## config.mk

```make
export PLATFORM = sky130hd
export DESIGN_NAME = lsu_flat
export DESIGN_NICKNAME = d
export VERILOG_FILES = /design/src/rtl/lsu_if.sv /design/src/rtl/lsu.sv /design/src/flat_wrapper.sv
export SDC_FILE = /design/constraint.sdc
export NUM_CORES = 1
export LEC_CHECK = 0
export CAP_MARGIN = 30
export CORE_MARGIN = 3
export CORE_UTILIZATION = 65
export DETAILED_ROUTE_END_ITERATION = 8
export DONT_BUFFER_PORTS = 1
export GPL_ROUTABILITY_DRIVEN = 0
export HOLD_SLACK_MARGIN = 0.15
export PLACE_DENSITY = 0.81
export RECOVER_POWER = 25
export SYNTH_ARGS = -nofsm -noshare
export SYNTH_HDL_FRONTEND = slang
export SYNTH_SLANG_ARGS = --single-unit
```

## constraint.sdc

```tcl
create_clock -name clk -period 7.8 [get_ports clk]
set_input_delay 1.95 -clock clk [delete_from_list [all_inputs] [get_ports clk]]
set_output_delay 1.95 -clock clk [all_outputs]
set_load 0.005 [all_outputs]
```

## src/rtl/lsu_if.sv

```systemverilog
// Memory-interface bundle for the load/store unit: decode-side request and
// completion signals plus the single-port data-memory bus.
interface lsu_if #(
    parameter int DATA_WIDTH      = 32,
    parameter int BYTE_DATA_WIDTH = 4
);
    // decode side
    logic                       mem_req;
    logic                       mem_we;
    logic [BYTE_DATA_WIDTH-1:0] byte_enable;
    logic                       signed_flag;
    logic [DATA_WIDTH-1:0]      addr;
    logic [DATA_WIDTH-1:0]      wdata;
    logic                       mem_valid;
    logic [DATA_WIDTH-1:0]      rdata;
    logic                       misaligned;
    // data-memory side
    logic                       dmem_req;
    logic                       dmem_we;
    logic [BYTE_DATA_WIDTH-1:0] dmem_be;
    logic [DATA_WIDTH-1:0]      dmem_addr;
    logic [DATA_WIDTH-1:0]      dmem_wdata;
    logic                       dmem_gnt;
    logic                       dmem_rvalid;
    logic [DATA_WIDTH-1:0]      dmem_rdata;

    // the LSU itself
    modport slave (
        input  mem_req, mem_we, byte_enable, signed_flag, addr, wdata,
        input  dmem_gnt, dmem_rvalid, dmem_rdata,
        output mem_valid, rdata, misaligned,
        output dmem_req, dmem_we, dmem_be, dmem_addr, dmem_wdata
    );

    // decode unit plus memory model driving the LSU
    modport master (
        output mem_req, mem_we, byte_enable, signed_flag, addr, wdata,
        output dmem_gnt, dmem_rvalid, dmem_rdata,
        input  mem_valid, rdata, misaligned,
        input  dmem_req, dmem_we, dmem_be, dmem_addr, dmem_wdata
    );
endinterface

```

## src/rtl/lsu.sv

```systemverilog
// Load/store unit: takes one decode access at a time, checks alignment,
// lane-shifts stores onto the data-memory bus and extends returned load data.
// Every output comes straight from a register.
module lsu #(
    parameter int DATA_WIDTH      = 32,
    parameter int BYTE_DATA_WIDTH = 4
) (
    input  logic clk,
    input  logic rst,
    lsu_if.slave bus
);
    localparam int OFF_W = $clog2(BYTE_DATA_WIDTH);
    localparam logic [BYTE_DATA_WIDTH-1:0] BE_BYTE = BYTE_DATA_WIDTH'(1);
    localparam logic [BYTE_DATA_WIDTH-1:0] BE_HALF = BYTE_DATA_WIDTH'(3);
    localparam logic [BYTE_DATA_WIDTH-1:0] BE_WORD = '1;

    typedef enum logic [1:0] {S_IDLE, S_REQ, S_WAIT, S_DONE} state_e;

    state_e                     state_q;
    // latched access attributes needed after the bus phase
    logic                       we_q;
    logic                       sgn_q;
    logic [BYTE_DATA_WIDTH-1:0] be_q;
    logic [OFF_W-1:0]           off_q;
    // registered outputs
    logic                       mem_valid_q;
    logic                       misaligned_q;
    logic [DATA_WIDTH-1:0]      rdata_q;
    logic                       dmem_req_q;
    logic                       dmem_we_q;
    logic [BYTE_DATA_WIDTH-1:0] dmem_be_q;
    logic [DATA_WIDTH-1:0]      dmem_addr_q;
    logic [DATA_WIDTH-1:0]      dmem_wdata_q;

    logic [OFF_W-1:0]           off_in;
    logic                       mis_d;
    logic [DATA_WIDTH-1:0]      shifted;
    logic [DATA_WIDTH-1:0]      rdata_d;

    assign off_in = bus.addr[OFF_W-1:0];

    // alignment check on the incoming request; unknown size codes are errors
    always_comb begin
        mis_d = 1'b1;
        case (bus.byte_enable)
            BE_BYTE: mis_d = 1'b0;
            BE_HALF: mis_d = off_in[0];
            BE_WORD: mis_d = |off_in;
            default: mis_d = 1'b1;
        endcase
    end

    // move the addressed lane down to bit 0 and extend to full width
    always_comb begin
        shifted = bus.dmem_rdata >> {off_q, 3'b000};
        rdata_d = shifted;
        if (be_q == BE_BYTE)
            rdata_d = {{(DATA_WIDTH-8){sgn_q & shifted[7]}}, shifted[7:0]};
        else if (be_q == BE_HALF)
            rdata_d = {{(DATA_WIDTH-16){sgn_q & shifted[15]}}, shifted[15:0]};
    end

    // access FSM; bus fields are loaded on acceptance so they hold through REQ
    always_ff @(posedge clk or posedge rst) begin
        if (rst) begin
            state_q      <= S_IDLE;
            we_q         <= 1'b0;
            sgn_q        <= 1'b0;
            be_q         <= '0;
            off_q        <= '0;
            mem_valid_q  <= 1'b0;
            misaligned_q <= 1'b0;
            rdata_q      <= '0;
            dmem_req_q   <= 1'b0;
            dmem_we_q    <= 1'b0;
            dmem_be_q    <= '0;
            dmem_addr_q  <= '0;
            dmem_wdata_q <= '0;
        end else begin
            case (state_q)
                S_IDLE: begin
                    if (bus.mem_req) begin
                        we_q  <= bus.mem_we;
                        sgn_q <= bus.signed_flag;
                        be_q  <= bus.byte_enable;
                        off_q <= off_in;
                        if (mis_d) begin
                            // no bus cycle; report the error straight away
                            state_q      <= S_DONE;
                            mem_valid_q  <= 1'b1;
                            misaligned_q <= 1'b1;
                        end else begin
                            state_q      <= S_REQ;
                            dmem_req_q   <= 1'b1;
                            dmem_we_q    <= bus.mem_we;
                            dmem_be_q    <= bus.byte_enable << off_in;
                            dmem_addr_q  <= {bus.addr[DATA_WIDTH-1:OFF_W], {OFF_W{1'b0}}};
                            dmem_wdata_q <= bus.wdata << {off_in, 3'b000};
                        end
                    end
                end
                S_REQ: begin
                    if (bus.dmem_gnt) begin
                        dmem_req_q   <= 1'b0;
                        dmem_we_q    <= 1'b0;
                        dmem_be_q    <= '0;
                        dmem_addr_q  <= '0;
                        dmem_wdata_q <= '0;
                        if (we_q) begin
                            state_q     <= S_DONE;
                            mem_valid_q <= 1'b1;
                        end else begin
                            state_q <= S_WAIT;
                        end
                    end
                end
                S_WAIT: begin
                    if (bus.dmem_rvalid) begin
                        rdata_q     <= rdata_d;
                        mem_valid_q <= 1'b1;
                        state_q     <= S_DONE;
                    end
                end
                S_DONE: begin
                    mem_valid_q  <= 1'b0;
                    misaligned_q <= 1'b0;
                    state_q      <= S_IDLE;
                end
                default: state_q <= S_IDLE;
            endcase
        end
    end

    assign bus.mem_valid  = mem_valid_q;
    assign bus.misaligned = misaligned_q;
    assign bus.rdata      = rdata_q;
    assign bus.dmem_req   = dmem_req_q;
    assign bus.dmem_we    = dmem_we_q;
    assign bus.dmem_be    = dmem_be_q;
    assign bus.dmem_addr  = dmem_addr_q;
    assign bus.dmem_wdata = dmem_wdata_q;
endmodule

```

## src/flat_wrapper.sv

```systemverilog
// flat-port wrapper written by rule: the top's interface ports become plain ports
module lsu_flat 
#(
    parameter int DATA_WIDTH      = 32,
    parameter int BYTE_DATA_WIDTH = 4
)
  (clk, rst, bus_mem_req, bus_mem_we, bus_byte_enable, bus_signed_flag, bus_addr, bus_wdata, bus_dmem_gnt, bus_dmem_rvalid, bus_dmem_rdata, bus_mem_valid, bus_rdata, bus_misaligned, bus_dmem_req, bus_dmem_we, bus_dmem_be, bus_dmem_addr, bus_dmem_wdata);
  lsu_if #(.DATA_WIDTH(DATA_WIDTH), .BYTE_DATA_WIDTH(BYTE_DATA_WIDTH)) bus_i ();
  input  logic clk;
  input  logic rst;
  input wire logic [$bits(bus_i.mem_req)-1:0] bus_mem_req;
  input wire logic [$bits(bus_i.mem_we)-1:0] bus_mem_we;
  input wire logic [$bits(bus_i.byte_enable)-1:0] bus_byte_enable;
  input wire logic [$bits(bus_i.signed_flag)-1:0] bus_signed_flag;
  input wire logic [$bits(bus_i.addr)-1:0] bus_addr;
  input wire logic [$bits(bus_i.wdata)-1:0] bus_wdata;
  input wire logic [$bits(bus_i.dmem_gnt)-1:0] bus_dmem_gnt;
  input wire logic [$bits(bus_i.dmem_rvalid)-1:0] bus_dmem_rvalid;
  input wire logic [$bits(bus_i.dmem_rdata)-1:0] bus_dmem_rdata;
  output wire logic [$bits(bus_i.mem_valid)-1:0] bus_mem_valid;
  output wire logic [$bits(bus_i.rdata)-1:0] bus_rdata;
  output wire logic [$bits(bus_i.misaligned)-1:0] bus_misaligned;
  output wire logic [$bits(bus_i.dmem_req)-1:0] bus_dmem_req;
  output wire logic [$bits(bus_i.dmem_we)-1:0] bus_dmem_we;
  output wire logic [$bits(bus_i.dmem_be)-1:0] bus_dmem_be;
  output wire logic [$bits(bus_i.dmem_addr)-1:0] bus_dmem_addr;
  output wire logic [$bits(bus_i.dmem_wdata)-1:0] bus_dmem_wdata;
  assign bus_i.mem_req = bus_mem_req;
  assign bus_i.mem_we = bus_mem_we;
  assign bus_i.byte_enable = bus_byte_enable;
  assign bus_i.signed_flag = bus_signed_flag;
  assign bus_i.addr = bus_addr;
  assign bus_i.wdata = bus_wdata;
  assign bus_i.dmem_gnt = bus_dmem_gnt;
  assign bus_i.dmem_rvalid = bus_dmem_rvalid;
  assign bus_i.dmem_rdata = bus_dmem_rdata;
  assign bus_mem_valid = bus_i.mem_valid;
  assign bus_rdata = bus_i.rdata;
  assign bus_misaligned = bus_i.misaligned;
  assign bus_dmem_req = bus_i.dmem_req;
  assign bus_dmem_we = bus_i.dmem_we;
  assign bus_dmem_be = bus_i.dmem_be;
  assign bus_dmem_addr = bus_i.dmem_addr;
  assign bus_dmem_wdata = bus_i.dmem_wdata;
  lsu #(.DATA_WIDTH(DATA_WIDTH), .BYTE_DATA_WIDTH(BYTE_DATA_WIDTH)) u_core (.clk(clk), .rst(rst), .bus(bus_i));
endmodule
```

==> results of run 1 <==
## layer usage
metal,GRT usage (%),routed length (um),up-vias
met5,0,0,-
met4,7.83,164,0
met3,8.84,1280,13
met2,44.5,6270,185
met1,33.2,4830,1828
li1,-,-,1699
## flip-flops by register name (all words and copies together) (netlist names)
| signal | cells |
|---|---|
| u_core.off_q | 2 |
| u_core.bus.dmem_addr | 30 |
| u_core.bus.dmem_be | 4 |
| u_core.state_q | 2 |
| u_core.bus.rdata | 32 |
| u_core.we_q | 1 |
| u_core.sgn_q | 1 |
| u_core.bus.dmem_we | 1 |
| u_core.bus.dmem_req | 1 |
| u_core.bus.misaligned | 1 |
| u_core.bus.mem_valid | 1 |
| u_core.be_q | 4 |
| u_core.bus.dmem_wdata | 32 |
## synthesized netlist by cell type (4+ instances only)
cell type    n  area [um2]
dfrtp_1    112        2800
nand2_1     57         214
a22o_1      47         412
mux2i_1     33         330
nor2_1      33         124
a21oi_1     23         115
clkbuf_1    21        78.8
o21ai_0     20         100
o2bb2ai_1   17         149
mux2_2      15         169
nor2b_1     14        87.6
a211o_1     11        96.3
a21oi_2     10        87.6
a32o_1      10         100
buf_2        8        40.0
inv_1        8        30.0
ha_1         5        62.6
buf_1        4        15.0
## through the flow
stage | power [mW] | cell area, um2 | hold slack, ns
after floorplan | 1.35 | 5310 | 0.442
after global placement | 1.46 | 5310 | 0.455
after detailed placement | 1.49 | 5310 | 0.481
after CTS | 1.84 | 5510 | 0.504
after global routing | 1.94 | 5490 | 0.531
final | 1.82 | 5490 | 0.495
## where the power goes
part	total (mW)	switching (mW)	internal (mW)
Combinational	0.607	0.372	0.235
Clock	0.354	0.202	0.152
Sequential	0.863	0.141	0.722
Total	1.82	0.715	1.11
## worst max-delay path: cells and delay by family
family | cells | cell delay, ns
AOI/OAI and AO/OA | 3 | 1.42
muxes | 1 | 0.47
## final timing paths
kind | from | end | depth (start not counted)
worst max-delay path | bus_dmem_rdata[31] | u_core.bus.rdata[27] | 4
worst min-delay path | u_core.be_q[0] | u_core.be_q[0] | 2
worst max register to register | u_core.off_q[1] | u_core.bus.rdata[27] | 4
worst min register to register | u_core.be_q[0] | u_core.be_q[0] | 2
max in group asynchronous | rst | u_core.be_q[3] | 2
min in group asynchronous | rst | u_core.bus.rdata[1] | 1
## logic make-up (layout without fill, tap and decap cells)
group	after synthesis	in the layout	synth area share, %
compound gates	151	151	22.6
fa+ha+maj	5	5	1.18
buf+inv	45	28	3.80
flops	112	112	52.8
mux	49	49	9.83
other cells	1	2	0.0707
simple gates	116	116	9.76
## layout make-up
class | count | area [um2] | area share (%)
inverter | 8 | 31.3 | 0.570
timing repair buffer | 4 | 30.0 | 0.547
sequential | 112 | 2800 | 51.0
multi-input combinational | 323 | 2300 | 41.8
clock buffer | 9 | 124 | 2.26
clock inverter | 7 | 77.6 | 1.41
tap | 102 | 128 | 2.32
==> flow_summary_export.csv, run 1 <==
group,metric,value,unit
finish,n_antenna_cell,0,
timing,rsz0062_at_grt,"no",
critical_path,path_cells,"mux4_2 > a41oi_1 > a21boi_4 > a21oi_1",
clock_tree,post_cts_buffers,0,
floorplan,die_w,96.4,um
timing,relSlewSlack,-41.6,%
yosys,netlist_instances,479,
floorplan,die_area,9290,um2
floorplan,io_pins,211,
hold_path,hp-class,"flop to flop",
clock_tree,max-clock-path-buffers,2,
grt,antenna_found_initial,0,
critical_path,crit_fanout,16,
yosys,synthDistinctLibCells,43,
critical_path,critPathLaunchType,"input pin",
yosys,yosysWarningCount,0,
clock_tree,worstSkewPairLatency,0.37,ns
detailed_routing,ant_nets,0,
clock_tree,clkSlewWorstSetupHoldPaths,0.10,ns
critical_path,slowest_stage,"a21boi_4",
finish,n_fill_cell,575,
yosys,synth_seq_cells,112,
timing,setup_violations,0,
critical_path,critical_path_class,"input pin to flop",
pwr,irDropWorstVdd,152,uV
timing,clock.fmax,0.276,GHz
clock_tree,cts_buffers,9,
floorplan,initial_core_util,68.0,%
critical_path,reg2reg_slack,4.89,ns
run_status,status,"finished, violations left",
finish,final_cell_mix,"dfrtp_1 (112), nand2_1 (57), a22o_1 (47)",
grt,grt_max_degree,69,
timing,drv_slew,51,
timing,worst_slew_pin_slew,2.11,ns
floorplan,fp.coreArea,7810,um2
detailed_routing,avgViaCountPerCell,6.59,
timing,fin_crit_sh,46.4,%
finish,layout.cells.non_filler,565,
clock_tree,cts_tree,"yes",
detailed_routing,drc,0,
grt,grt_usage,26.7,%
timing,finClkSkew,0.0130,ns
clock_tree,ctsResizeCount,0,
detailed_routing,wirelength,12.5,mm
critical_path,cp_data_required_time,8.02,ns
grt,grt-ovfl-total,0,
detailed_routing,drt_first_iter_violations,145,
critical_path,endpoint_kind,"flop",
yosys,ys_seq_area_share,52.8,%
critical_path,cpPeakStageDelay,0.64,ns
grt,grt_pass1_vias,3698,
timing,finalSetupTns,0,ns
critical_path,crit_arrival,3.84,ns
finish,drive_gt1_share,11.0,%
finish,layout.nets,570,
detailed_routing,drt-pass1-iter-count,4,
timing,final-hold-violation-count,0,
clock_tree,ctsHoldBuffers,0,
clock_tree,cts_sinks,112,
detailed_routing,via_count,3725,
grt,grt_pass1_wl,19.0,mm
yosys,synthArstFlopShare,100,%
timing,fin_ws,4.18,ns
clock_tree,cts_root_buf,"clkbuf_8",
clock_tree,htreeDepth,3,
pwr,powerDensity,332,nW/um2
finish,final_util,70.3,%
floorplan,die_h,96.4,um
pwr,leakage,2.52,nW
floorplan,num_rows,32,
placed_design,dp_cells,549,
finish,final_common_cell,"dfrtp_1",
detailed_routing,wl_per_cell,22.2,um
yosys,synth_ff_type,"dfrtp_1",
placed_design,io_buffers,0,
yosys,synth_edf_count,0,
finish,area_growth,3.44,%
placed_design,dp_hpwl,9.03,mm
timing,timing.final.crit_period,3.62,ns
run_status,violations,"capacitance limit, slew limit",
placed_design,pre_cts_ws,4.09,ns
yosys,synth_area,5310,um2
yosys,syn_area_per_cell,11.1,um2
flow_run,maxCapViolations,1,
Power figures use the tool's default switching activity.
==> run 2: changes to the inputs <==
Settings changed: CORE_UTILIZATION 65 to 57, PLACE_DENSITY 0.81 to 0.75.
Clock period 7.8 ns to 3.3 ns, I/O delays scaled along.
==> flow_summary_export.csv, run 2 (synthesis gave the netlist of run 1 again) <==
group,metric,value,unit
run_status,status,"finished, violations left",
run_status,violations,"capacitance limit",
grt,grt_usage,24.2,%
grt,grt-ovfl-total,0,
critical_path,r2r_cells,6,
grt,grt_max_degree,69,
finish,n_antenna_cell,0,
detailed_routing,drt-pass1-iter-count,4,
clock_tree,post_cts_buffers,0,
placed_design,pre_cts_ws,0.724,ns
critical_path,r2r_start,"u_core.state_q[0]",
critical_path,crit_arrival,2.57,ns
timing,relSlewSlack,1.73,%
grt,grt_pass1_wl,19.9,mm
detailed_routing,drc,0,
pwr,powerDensity,785,nW/um2
finish,final_common_cell,"dfrtp_1",
hold_path,hp-class,"flop to flop",
hold_path,min_to,"u_core.be_q[0]",
finish,area_growth,4.60,%
hold_path,hold_depth,2,
critical_path,critPathLaunchType,"flop",
clock_tree,worstSkewPairLatency,0.36,ns
clock_tree,htreeDepth,3,
clock_tree,max-clock-path-buffers,2,
clock_tree,ctsHoldBuffers,0,
clock_tree,cts_sinks,112,
clock_tree,cts_buffers,9,
placed_design,dp_hpwl,9.59,mm
critical_path,critical_path_class,"flop to flop",
placed_design,io_buffers,0,
timing,rsz0062_at_grt,"no",
finish,drive_gt1_share,11.6,%
timing,worst_slew_pin_slew,1.47,ns
clock_tree,ctsResizeCount,0,
floorplan,initial_core_util,59.7,%
floorplan,die_h,102,um
floorplan,fp.coreArea,8890,um2
detailed_routing,avgViaCountPerCell,6.54,
detailed_routing,drt_first_iter_violations,260,
timing,finalSetupTns,0,ns
timing,clock.fmax,0.425,GHz
floorplan,die_area,10500,um2
clock_tree,cts_root_buf,"clkbuf_8",
timing,final-hold-violation-count,0,
timing,fin_crit_sh,71.3,%
placed_design,place_area,5350,um2
timing,setup_violations,0,
clock_tree,cts_tree,"yes",
grt,antenna_found_initial,0,
finish,layout.nets,573,
pwr,irDropWorstVdd,436,uV
floorplan,io_pins,211,
critical_path,crit_fanout,16,
critical_path,endpoint_kind,"flop",
critical_path,critPathLaunch,"u_core.state_q[0]",
detailed_routing,wl_per_cell,23.1,um
critical_path,reg2reg_slack,0.95,ns
critical_path,cp_data_required_time,3.52,ns
detailed_routing,wirelength,13.3,mm
floorplan,num_rows,34,
timing,timing.final.crit_period,2.35,ns
pwr,leakage,2.54,nW
floorplan,die_w,102,um
hold_path,worstHoldStart,"u_core.be_q[0]",
detailed_routing,via_count,3756,
clock_tree,clkSlewWorstSetupHoldPaths,0.11,ns
critical_path,r2r_end,"u_core.bus.rdata[29]",
flow_run,maxCapViolations,1,
timing,finClkSkew,0.0104,ns
timing,drv_slew,0,
grt,grt_pass1_vias,3707,
timing,fin_ws,0.948,ns
detailed_routing,ant_nets,0,
finish,final_cell_mix,"dfrtp_1 (112), nand2_1 (57), a22o_1 (47)",
pwr,total_power,4.36,mW
finish,finalInstanceArea,5550,um2
[run 2: metal layers]
metal / GRT usage (%) / wire length [um]
met1: 31.9 / 5320
met2: 38.4 / 6490
met3: 8.53 / 1270
met4: 6.56 / 202
met5: 0 / 0
[run 2: final cells by class]
cell class	count	area, um2
multi-input cells	323	2320
clock inverters	6	73.8
inverters	8	31.3
clock buffers	10	128
flip-flops and latches	112	2800
well taps	108	135
repair buffers	7	65.1
fillers	714	3340
[run 2: worst max-delay path, stage by stage (launching register included)]
cell      delay, ns
dfrtp_1        0.42
inv_1          0.14
ha_1           0.20
nand2_1        0.30
a41oi_4        0.42
a21boi_4       0.58
a21oi_1        0.14
[run 2: report_power, final]
part	switching [mW]	leakage, nW	internal, mW
Clock	0.474	0.0954	0.363
Combinational	0.948	0.980	0.569
Sequential	0.295	1.46	1.71
Total	1.72	2.54	2.64
[run 2: stage by stage]
stage / std cells / hold slack [ns] / util, %
floorplan: 480 / 0.442 / -
global placement: 558 / 0.476 / 60.2
detailed placement: 558 / 0.497 / 60.2
CTS: 574 / 0.429 / 62.5
global route: 574 / 0.533 / 62.4
finish: 574 / 0.520 / 62.4
[run 2: how the worst max path moves through the flow]
stage,endpoint,depth (start not counted),slack (ns)
final,u_core.bus.rdata[29],6,0.95
after global routing,u_core.bus.dmem_wdata[11],6,0.72
after CTS,u_core.bus.rdata[29],6,0.93
after detailed placement,u_core.bus.rdata[30],4,0.72
after global placement,u_core.bus.rdata[28],4,0.79
after floorplan,u_core.bus.dmem_be[2],7,0.98
